## src/rtl/layer_collect_pkg.sv

```systemverilog
// Shared types and constants for the layer argmax collector.
package layer_collect_pkg;

    localparam int unsigned ELEM_W = 16;

    typedef enum logic [0:0] {
        S_COLLECT,
        S_REPORT
    } collect_state_t;

    typedef logic signed [ELEM_W-1:0] elem_t;

    localparam elem_t ELEM_MIN = {1'b1, {(ELEM_W-1){1'b0}}};

endpackage

```

## src/rtl/collect_buffer.sv

```systemverilog
// M x T element store: one write port and an independent registered read port.
module collect_buffer #(
    parameter int unsigned M    = 8,
    parameter int unsigned T    = 16,
    parameter int unsigned LOGM = 3
) (
    input  logic            clk,
    input  logic            wr_en,
    input  logic [LOGM-1:0] wr_addr,
    input  logic [T-1:0]    wr_data,
    input  logic [LOGM-1:0] rd_addr,
    output logic [T-1:0]    rd_data
);

    // Contents survive reset; only the most recent writes matter.
    logic [T-1:0] mem [M];

    always_ff @(posedge clk) begin
        if (wr_en) begin
            mem[wr_addr] <= wr_data;
        end
        rd_data <= mem[rd_addr];
    end

endmodule

```

## src/rtl/layer_argmax_collector.sv

```systemverilog
// Collects one M-element signed vector, tracks its argmax and reports it on a valid/ready port.
// Optional idle-abort of partial vectors is enabled with COLLECTOR_TIMEOUT_EN.
module layer_argmax_collector
    import layer_collect_pkg::*;
#(
    parameter int unsigned M       = 8,
    parameter int unsigned T       = 16,
    parameter int unsigned LOGM    = 3,
    parameter int unsigned TIMEOUT = 64
) (
    input  logic                clk,
    input  logic                reset,
    input  logic                in_valid,
    output logic                in_ready,
    input  logic signed [T-1:0] in_data,
    output logic                out_valid,
    input  logic                out_ready,
    output logic [LOGM-1:0]     out_index,
    output logic signed [T-1:0] out_value,
    input  logic [LOGM-1:0]     rd_addr,
    output logic [T-1:0]        rd_data,
    output logic                err
);

    if (M > (1 << LOGM) || M < 2 || TIMEOUT < 1) begin : g_bad_cfg
        $error("layer_argmax_collector: illegal M/LOGM/TIMEOUT combination");
    end

    collect_state_t      state_q, state_d;
    logic [LOGM-1:0]     count_q, count_d;
    logic signed [T-1:0] best_val_q, best_val_d;
    logic [LOGM-1:0]     best_idx_q, best_idx_d;
    logic                in_ready_q, in_ready_d;
    logic                out_valid_q, out_valid_d;
    logic [LOGM-1:0]     out_index_q, out_index_d;
    logic signed [T-1:0] out_value_q, out_value_d;
    logic                beat;
    logic                take;
    logic signed [T-1:0] cand_val;
    logic [LOGM-1:0]     cand_idx;

`ifdef COLLECTOR_TIMEOUT_EN
    localparam int unsigned IDLE_W = $clog2(TIMEOUT) + 1;
    logic [IDLE_W-1:0] idle_q, idle_d;
    logic              err_q, err_d;
`endif

    assign beat = in_valid && in_ready_q;

    collect_buffer #(.M(M), .T(T), .LOGM(LOGM)) u_buffer (
        .clk     (clk),
        .wr_en   (beat),
        .wr_addr (count_q),
        .wr_data (in_data),
        .rd_addr (rd_addr),
        .rd_data (rd_data)
    );

    // State register
    always_ff @(posedge clk) begin
        if (reset) begin
            state_q     <= S_COLLECT;
            count_q     <= '0;
            best_val_q  <= T'(ELEM_MIN);
            best_idx_q  <= '0;
            in_ready_q  <= 1'b0;
            out_valid_q <= 1'b0;
            out_index_q <= '0;
            out_value_q <= '0;
`ifdef COLLECTOR_TIMEOUT_EN
            idle_q      <= '0;
            err_q       <= 1'b0;
`endif
        end else begin
            state_q     <= state_d;
            count_q     <= count_d;
            best_val_q  <= best_val_d;
            best_idx_q  <= best_idx_d;
            in_ready_q  <= in_ready_d;
            out_valid_q <= out_valid_d;
            out_index_q <= out_index_d;
            out_value_q <= out_value_d;
`ifdef COLLECTOR_TIMEOUT_EN
            idle_q      <= idle_d;
            err_q       <= err_d;
`endif
        end
    end

    // Next-state, running argmax and registered handshake outputs
    always_comb begin
        state_d     = state_q;
        count_d     = count_q;
        best_val_d  = best_val_q;
        best_idx_d  = best_idx_q;
        in_ready_d  = in_ready_q;
        out_valid_d = out_valid_q;
        out_index_d = out_index_q;
        out_value_d = out_value_q;
`ifdef COLLECTOR_TIMEOUT_EN
        idle_d      = idle_q;
        err_d       = 1'b0;
`endif
        // First element loads unconditionally; strict compare keeps the lower index on ties.
        take     = (count_q == '0) || (in_data > best_val_q);
        cand_val = take ? in_data : best_val_q;
        cand_idx = take ? count_q : best_idx_q;

        case (state_q)
            S_COLLECT: begin
                in_ready_d = 1'b1;
                if (beat) begin
                    best_val_d = cand_val;
                    best_idx_d = cand_idx;
                    count_d    = count_q + LOGM'(1);
`ifdef COLLECTOR_TIMEOUT_EN
                    idle_d     = '0;
`endif
                    if (count_q == LOGM'(M - 1)) begin
                        state_d     = S_REPORT;
                        count_d     = '0;
                        in_ready_d  = 1'b0;
                        out_valid_d = 1'b1;
                        out_index_d = cand_idx;
                        out_value_d = cand_val;
                    end
                end
`ifdef COLLECTOR_TIMEOUT_EN
                else if (count_q != '0) begin
                    if (idle_q == IDLE_W'(TIMEOUT - 1)) begin
                        count_d = '0;
                        idle_d  = '0;
                        err_d   = 1'b1;
                    end else begin
                        idle_d = idle_q + IDLE_W'(1);
                    end
                end
`endif
            end
            S_REPORT: begin
                in_ready_d = 1'b0;
                if (out_valid_q && out_ready) begin
                    state_d     = S_COLLECT;
                    count_d     = '0;
                    out_valid_d = 1'b0;
                    in_ready_d  = 1'b1;
                end
            end
            default: begin
                state_d = S_COLLECT;
            end
        endcase
    end

    assign in_ready  = in_ready_q;
    assign out_valid = out_valid_q;
    assign out_index = out_index_q;
    assign out_value = out_value_q;

`ifdef COLLECTOR_TIMEOUT_EN
    assign err = err_q;
`else
    assign err = 1'b0;
`endif

endmodule
```

## config.mk

```make
export PLATFORM = sky130hd
export DESIGN_NAME = layer_argmax_collector
export DESIGN_NICKNAME = d
export VERILOG_FILES = /design/src/rtl/layer_collect_pkg.sv /design/src/rtl/collect_buffer.sv /design/src/rtl/layer_argmax_collector.sv
export SDC_FILE = /design/constraint.sdc
export NUM_CORES = 1
export LEC_CHECK = 0
export CAP_MARGIN = 10
export CORE_MARGIN = 4
export CORE_UTILIZATION = 30
export CTS_CLUSTER_DIAMETER = 120
export CTS_CLUSTER_SIZE = 8
export DETAILED_ROUTE_END_ITERATION = 8
export SETUP_SLACK_MARGIN = 0.2
export SYNTH_ARGS = -nofsm -noshare
export SYNTH_HDL_FRONTEND = slang
export SYNTH_SLANG_ARGS = --single-unit
```

## constraint.sdc

```tcl
create_clock -name clk -period 2.9 [get_ports clk]
set_clock_uncertainty 0.15 [all_clocks]
set_input_delay 0.29 -clock clk [delete_from_list [all_inputs] [get_ports clk]]
set_output_delay 0.29 -clock clk [all_outputs]
set_load 0.1 [all_outputs]
```

# Yosys cells after proc, flatten, opt, wreduce, memory -nomap -nowiden
# Memory sizes are Yosys's and may differ from the RTL's. A register that Yosys moved wholly into a read port is not among the register bits.
# Index checks and enable logic that the tools add are counted.
word_totals:
  regBits: 44
  ram_bits: 128
  in_bits: 23
  wordCells: 44
  n_memories: 1
classes:
  add_sub_neg: 1
  order_cmp: 1
  n_eq_ne: 4
  mux: 20
  bitwise: 1
  n_reduce_logical: 8
memory_table:
  columns: ["name", "words", "word_bits", "rd", "rd_clocked_by_memory_dff", "write_ports", "line_no", "rtl"]
  rows:
  - ["u_buffer.mem", 8, 16, 1, 1, 1, "collect_buffer.sv:16", "logic [T-1:0] mem [M];"]
ops:
  columns: ["cell", "count"]
  rows:
  - ["16-bit greater-than comparator", 1]
  - ["16-bit 2-to-1 mux", 1]
  - ["3-bit 2-to-1 mux", 4]
  - ["1-bit 2-to-1 mux", 11]
  - ["1-bit one-hot mux with 2 select lines", 3]
  - ["3-bit one-hot mux with 2 select lines", 1]
  - ["3-bit AND reduction", 2]
  - ["2-bit inequality test, second input constant", 2]
  - ["2-bit AND reduction", 2]
  - ["3-bit by 1-bit adder with 3-bit output, second input constant", 1]
  - ["3-bit == test, second input constant", 1]
  - ["3-bit logical NOT", 1]
  - ["1-bit logical AND", 2]
  - ["2-bit by 1-bit inequality test with 1-bit output, second input constant", 1]
  - ["1-bit logical OR", 1]
  - ["1-bit NOT", 1]

# Depth between registers and ports, before layout
# Gate-level depths: netlist of the first run.
depth:
  depth_word: 4
  ltp_mapped: 11
  depth_no_buf: 8

# Hierarchy
# From an unflattened synthesis of the first run, not the netlist that was laid out.
hier_totals:
  hier_cells: 475
  hier_area_um2: 7606.0
by_module_without_submodules:
  columns: ["mod", "n_inst", "cells_per_inst", "area_per_inst_um2", "seq_area_each_um2"]
  rows:
  - ["collect_buffer", 1, 214, 5293.8, 4164.0]
  - ["layer_argmax_collector", 1, 261, 2312.2, 880.8]

# Worst setup path before layout of the first run
# OpenSTA, ideal clock, no wires.
synth_timing:
  path_type: "reg-to-reg"
  startpoint: "register in_ready_q, in the netlist in_ready"
  endpoint: "memory u_buffer.mem[2][0] (enable)"
  setup_ns: 0.409
  arrival_ns: 2.429
  t_required_ns: 2.341
  slack_ns: -0.088
  path_stages_with_launch: 3
  path_buffers: 0
  cell_sequence: "dfxtp_1 -> nand3_1 -> nor3_1"
synth_via:
  elab_chain_len: 3
synth_lines:
  columns: ["item", "line_no", "rtl"]
  rows:
  - ["from (decl)", "layer_argmax_collector.sv:33", "logic in_ready_q, in_ready_d;"]
  - ["from (signal assigned)", "layer_argmax_collector.sv:79", "in_ready_q <= in_ready_d;"]
  - ["1-bit logical AND", "layer_argmax_collector.sv:48", "assign beat = in_valid && in_ready_q;"]
  - ["1-bit 2-to-1 mux", "collect_buffer.sv:19", "if (wr_en) begin"]
  - ["1-bit 2-to-1 mux (not written as such)", "collect_buffer.sv:20", "mem[wr_addr] <= wr_data;"]
  - ["to (decl)", "collect_buffer.sv:16", null]
# Every way passes these cells.

# Worst setup path after layout of the first run
layout_timing:
  startpoint: "register best_val_q[11]"
  endpoint: "register out_index_q[0], in the netlist out_index[0]"
layout_via:
  elab_chain_len: 3
layout_lines:
  columns: ["item", "line_no", "rtl"]
  rows:
  - ["from (decl)", "layer_argmax_collector.sv:31", "logic signed [T-1:0] best_val_q, best_val_d;"]
  - ["from (signal assigned)", "layer_argmax_collector.sv:64", "best_val_q <= T'(ELEM_MIN);"]
  - ["from (signal assigned)", "layer_argmax_collector.sv:77", "best_val_q <= best_val_d;"]
  - ["16-bit greater-than comparator", "layer_argmax_collector.sv:105", "take = (count_q == '0) || (in_data > best_val_q);"]
  - ["1-bit logical OR", "layer_argmax_collector.sv:105", null]
  - ["3-bit 2-to-1 mux", "layer_argmax_collector.sv:107", "cand_idx = take ? count_q : best_idx_q;"]
  - ["to (signal assigned)", "layer_argmax_collector.sv:81", "out_index_q <= out_index_d;"]
  - ["to (decl)", "layer_argmax_collector.sv:35", "logic [LOGM-1:0] out_index_q, out_index_d;"]
# Every way passes these cells.
# A chain may end at the register's enable or synchronous reset.

==> flow_metrics.tcl, run 1 <==
set metrics [dict create \
    cts.htree.levels 4 \
    synth.distinct_cells 49 \
    grt_max_degree 39 \
    period_needed_ns 2.63 \
    post_drt_wl_per_cell_um 18.5 \
    place_congestion 0.841 \
    critPathMaxStageDelay_ns 0.35 \
    hpwl_um 11700 \
    fmax_mhz 381 \
    cts_sinks 188 \
    async_reset_ff_share_pct 0 \
    avgViaCountPerCell 4.80 \
    reg2reg_from "best_val_q[11]" \
    die-area_sq_mm 0.0285 \
    synth_top_area_share_pct 49.6 \
    yosysTopAreaCell "edfxtp_1" \
    die_y_um 169 \
    clkLatencyLatePin_ns 0.43 \
    cpMaxStageDelayCell "nor4_4" \
    cts_buffers 17 \
    ys_top_cells_by_count "edfxtp_1, dfxtp_1, nand2_1, nor2_1, mux4_2" \
    crit_type "flop to flop" \
    cts-root-buf "clkbuf_16" \
    p_per_area_mw_per_mm2 599 \
    cts.clk_slew.worst_paths_ns 0.07 \
    antenna_cells 0 \
    min_from "best_idx_q[0]" \
    total_power_w 0.00590 \
    grt_pass1_vias 4790 \
    reg2reg_slack_ns 0.27 \
    relSlewSlack_pct 40.0 \
    finalCritPeriodShare_pct 90.6 \
    synthCells 520 \
    worst_slack_ns 0.274 \
    cap_violations 0 \
    cts_buffer_depth 2 \
    peakVddDrop_mv 0.352 \
    place_ws_ns -0.595 \
    coreArea_sq_mm 0.0253 \
    synth_nets 562 \
    syn-cell-area_sq_mm 0.00776 \
    p_leak_nw 3.51 \
    rsz0062_at_grt "true" \
    drt-total-wl_um 18100 \
    ys_seq_area_share_pct 65.0 \
    drt-pass1-iter-count 5 \
    worstPathCellList "inv_1 -> ha_1 -> nand4_1 -> buf_4 -> nor4_4 -> o22ai_2 -> nor4_4 -> buf_2 -> a2111oi_2 -> buf_4 -> a211oi_2" \
    hold_slack_ns 0.309 \
    ant_nets 0 \
    cp-start-kind "flop" \
    fin_setup_tns_ns 0 \
    num-nets-final 680 \
    status "complete, no violations" \
    setup_viol 0 \
    cts_tree "built" \
    fp-row-count 58 \
    portBuffers 59 \
    antenna_found_initial 0 \
    via_count 4711 \
    synth_most_common_cell "edfxtp_1" \
    crit_path_max_fanout 5 \
    synth_edf_count 128 \
    grt_pass1_wl_um 27600 \
    drt-initial-drc-count 226 \
    grt_usage_pct 12.8 \
    end_kind "flop" \
    drc 0 \
    rr_endpoint "out_index[0]" \
    die_w_um 169 \
    synth.top_cells.by_area "edfxtp_1, dfxtp_1, mux4_2, ha_1, mux2i_1" \
    drive_gt1_share_pct 35.0 \
    worst_slew_pin_slew_ns 0.899 \
    synth_warnings 0 \
    final-hold-violation-count 0 \
    grt-ovfl-total 0 \
    hold_end "best_idx_q[0]" \
    io_pins 61 \
    reg2reg_depth 11 \
    ys.flop_type "edfxtp_1" \
    min_path_cells 2 \
    holdCritPathClass "flop to flop" \
    cp.arrival_ns 2.82 \
    synth_seq_cells 188 \
    avgSynthCellArea_sq_um 14.9 \
    hold_buffers 0 \
    start_util_pct 30.6 \
    synthToLayoutAreaGrowth_pct 26.9 \
    crit_required_ns 3.10 \
    final_max_slew_viol_count 0 \
    fillers 2344 \
]
-- sequential cells by signal (all words and copies together) (netlist names), 3 cells and up --
name	count
out_value	16
out_index	3
count_q	3
u_buffer.mem	128
u_buffer.rd_data	16
best_val_q	16
best_idx_q	3
-- metrics by stage --
stage / util (%) / cells / area [sq um]
floorplan: - / 520 / 7770
global placement: 35.6 / 938 / 9010
detailed placement: 35.6 / 938 / 9010
CTS: 38.1 / 974 / 9640
global route: 38.9 / 981 / 9840
finish: 38.9 / 981 / 9840
-- worst max-delay path, delay by kind of cell (launching register included) --
| family | cells | cell delay (ns) |
|---|---|---|
| AND/OR/NAND/NOR | 3 | 0.72 |
| AO/OA/AOI/OAI | 3 | 0.40 |
| adder cells (fa/ha/maj) | 1 | 0.29 |
| flip-flops | 1 | 0.33 |
| buffers and inverters | 4 | 0.63 |
-- worst max path at each step --
| stage | cells after the start | endpoint | start |
|---|---|---|---|
| floorplan | 2 | u_buffer.mem[3][0] | in_ready |
| global placement | 9 | best_val_q[1] | in_data[1] |
| detailed placement | 9 | best_val_q[9] | in_data[1] |
| CTS | 10 | out_value[10] | best_val_q[11] |
| global route | 11 | out_index[0] | best_val_q[13] |
| finish | 11 | out_index[0] | best_val_q[11] |
-- timing repair --
| action | 4_1_cts | 5_1_grt |
|---|---|---|
| setup endpoints to repair | 36 | 18 |
| buffers inserted | 4 | 5 |
| pin swaps | 1 | 7 |
| cloned | 0 | 2 |
| resized for setup | 8 | 32 |
-- placed cells by master, fill, tap and decap left out, types with 3 or more instances in the layout --
master,netlist,final
nand2_1,46,46
clkbuf_16,0,18
dfxtp_1,60,60
inv_6,0,3
mux4_2,32,32
buf_6,2,3
nor2_1,33,33
nand3_1,3,3
clkdlybuf4s50_1,0,21
inv_1,22,22
mux2i_1,18,18
a211oi_2,12,11
mux2_2,16,16
o211ai_1,3,3
inv_8,0,3
nand4_1,3,3
ha_1,19,19
buf_4,2,105
a211oi_1,9,8
a2111oi_2,0,12
a2111oi_0,18,4
clkinvlp_4,0,3
a21oi_1,11,10
o21ai_0,20,19
edfxtp_1,128,128
-- logic make-up (layout without fill, tap and decap cells) --
logic type	after synthesis	count (layout)	share of synthesized area, %
flip-flops	188	188	65.0
other	1	1	0.0483
AND/OR/NAND/NOR	101	101	5.94
adder cells (fa/ha/maj)	19	19	3.07
buffers and inverters	57	188	3.37
multiplexers	66	66	13.9
AO/OA/AOI/OAI	88	88	8.60
-- report_power, final --
part           switching, W  internal, W  leakage (nW)
Clock               0.00103      0.00129         0.278
Combinational      0.000412     0.000238          1.58
Sequential        0.0000191      0.00291          1.65
Total               0.00146      0.00444          3.51
-- routing by layer --
metal | part of all wire (%) | track usage (%) | vias to the layer above | routed length [um]
li1 | - | - | 2229 | -
met1 | 45 | 16.9 | 2368 | 8080
met2 | 50 | 21.3 | 102 | 9120
met3 | 4.3 | 3.13 | 12 | 772
met4 | 0.84 | 3.28 | 0 | 153
met5 | 0 | 0 | - | 0
-- area by class of cell --
type | count | area, sq um | share of cell area (%)
clock inverters | 14 | 159 | 1.61
clock buffers | 18 | 429 | 4.36
repair buffers | 134 | 1110 | 11.2
inverters | 22 | 82.6 | 0.839
flip-flops and latches | 188 | 5040 | 51.2
well taps | 330 | 413 | 4.19
multi-input cells | 275 | 2610 | 26.5
(Power assumes the default switching activity.)
==> run 2: changes to the inputs <==
--- a/config.mk
+++ b/config.mk
@@ -6,11 +6,14 @@
 export NUM_CORES = 1
 export LEC_CHECK = 0
 export CAP_MARGIN = 10
+export CELL_PAD_IN_SITES_DETAIL_PLACEMENT = 1
+export CELL_PAD_IN_SITES_GLOBAL_PLACEMENT = 2
 export CORE_MARGIN = 4
 export CORE_UTILIZATION = 30
 export CTS_CLUSTER_DIAMETER = 120
 export CTS_CLUSTER_SIZE = 8
 export DETAILED_ROUTE_END_ITERATION = 8
+export PLACE_DENSITY_LB_ADDON = 0.1
 export SETUP_SLACK_MARGIN = 0.2
 export SYNTH_ARGS = -nofsm -noshare
 export SYNTH_HDL_FRONTEND = slang
==> run 2 against run 1 <==
  * Via count up 0.96%
  * Register-to-register slack worse by 0.09 ns
  * Sequential power about the same
  * Non-clock buffer count up 1
  * Die area unchanged
  * Clock power about the same
  * Count of clock-buffer cells in the layout down 1
  * Hold slack better by 0.018 ns
  * Critical path type unchanged
  * Critical endpoint is now out_value[15]
==> flow_metrics.tcl, run 2 (synthesis results as in run 1) <==
set metrics [dict create \
    cts-root-buf "clkbuf_16" \
    hold_end "best_val_q[14]" \
    max_flop_register "u_buffer.mem" \
    cts_buffer_depth 2 \
    reg2reg_from "best_val_q[11]" \
    reg2reg_slack_ns 0.19 \
    clkLatencyLatePin_ns 0.42 \
    grt_pass1_vias 5270 \
    final_cell_mix "edfxtp_1, buf_4, dfxtp_1, nand2_1" \
    die-area_sq_mm 0.0285 \
    peakVddDrop_mv 0.322 \
    setup_viol 0 \
    drive_gt1_share_pct 38.2 \
    antenna_found_initial 0 \
    grt_max_degree 44 \
    drc 0 \
    die_y_um 169 \
    status "complete, no violations" \
    grt_usage_pct 14.4 \
    antenna_cells 0 \
    min_from "best_val_q[14]" \
    place_congestion 0.742 \
    crit_path_max_fanout 7 \
    drt-total-wl_um 19800 \
    p_leak_nw 3.54 \
    reg2reg_depth 10 \
    crit_type "flop to flop" \
    worst_slew_pin_slew_ns 0.561 \
    rsz0062_at_grt "true" \
    final-hold-violation-count 0 \
    fin_util_pct 39.6 \
    p_per_area_mw_per_mm2 591 \
    final_common_cell "edfxtp_1" \
    cp-start-kind "flop" \
    min_path_cells 2 \
    fmax_mhz 369 \
    grt-ovfl-total 0 \
    finalCritPeriodShare_pct 93.5 \
    post_drt_wl_per_cell_um 20.2 \
    relSlewSlack_pct 62.5 \
    final_max_slew_viol_count 0 \
    num-nets-final 681 \
    cts_tree "built" \
    via_count 4756 \
    cap_violations 0 \
    end_kind "flop" \
    die_w_um 169 \
    cts_sinks 188 \
    fp-row-count 58 \
    cp.arrival_ns 2.85 \
    largest_register_ffs 128 \
    grt_pass1_wl_um 31200 \
    io_pins 61 \
    cts.clk_slew.worst_paths_ns 0.08 \
    cts.htree.levels 4 \
    period_needed_ns 2.71 \
    rr_endpoint "out_value[15]" \
    holdCritPathClass "flop to flop" \
    portBuffers 59 \
    hold_buffers 0 \
    hold_slack_ns 0.327 \
    hpwl_um 12900 \
    start_util_pct 30.6 \
    drt-pass1-iter-count 4 \
    synthToLayoutAreaGrowth_pct 29.4 \
    ant_nets 0 \
    cts_buffers 17 \
    drt-initial-drc-count 263 \
    avgViaCountPerCell 4.84 \
    crit_required_ns 3.03 \
    coreArea_sq_mm 0.0253 \
]
## run 2: cell count changes in the layout (fill, tap and decap cells not counted), sizes merged
cell,delta
clkinv,+3
buf,+2
bufinv,-2
clkbuf,-2
clkinvlp,-2
inv,+2
## run 2: worst max-delay path by stage
| stage | startpoint | endpoint | cells past startpoint |
|---|---|---|---|
| after global routing | best_val_q[1] | best_val_q[5] | 12 |
| after global placement | in_data[1] | out_value[12] | 10 |
| after CTS | best_val_q[12] | out_value[8] | 10 |
| after detailed placement | in_data[10] | out_value[13] | 9 |
| final | best_val_q[11] | out_value[15] | 10 |
| after floorplan | in_ready | u_buffer.mem[3][0] | 2 |
## run 2: critical path, cell delays in order (launching register included)
cell and delay, ns:
dfxtp_2 0.34, inv_2 0.04, ha_4 0.26, nand4_1 0.22, or2_4 0.33, a211oi_4 0.21
nor4_2 0.08, buf_4 0.15, buf_4 0.16, a2111oi_1 0.52, a211oi_1 0.09
## run 2: per-layer routing
layer	vias up	global-route usage, %	share of wire [%]
li1	2227	-	-
met1	2457	19.3	47
met2	64	24.3	50
met3	8	2.59	3.0
met4	0	3.56	0.56
met5	-	0	0
## run 2: area by class of cell
class                   instances  area [sq um]
fillers                      2569         15300
flip-flops and latches        188          5050
multi-input cells             275          2730
repair buffers                135          1160
clock buffers                  17           425
well taps                     330           413
clock inverters                15           166
inverters                      22          82.6
## run 2: through the flow
stage	area [sq um]	total power, W	cells	setup WS, ns	TNS [ns]
after detailed placement	9020	0.00363	936	-0.323	-8.62
final	10000	0.00593	982	0.188	0
after floorplan	7770	0.00338	520	0.325	0
after CTS	9940	0.00600	980	0.195	0
after global routing	10000	0.00617	982	0.0904	0
after global placement	9020	0.00362	936	-0.326	-7.25
## run 2: timing repair
item / CTS / global route
resized for setup: 56 / 22
endpoints found under the setup margin: 36 / 37
pin swaps: 9 / 10
cloned: 2 / 0
setup buffers: 10 / 2
## run 2: where the power goes
| part | switching [W] | internal [W] | leakage, nW |
|---|---|---|---|
| Sequential | 0.0000221 | 0.00291 | 1.65 |
| Combinational | 0.000430 | 0.000261 | 1.60 |
| Clock | 0.00114 | 0.00116 | 0.288 |
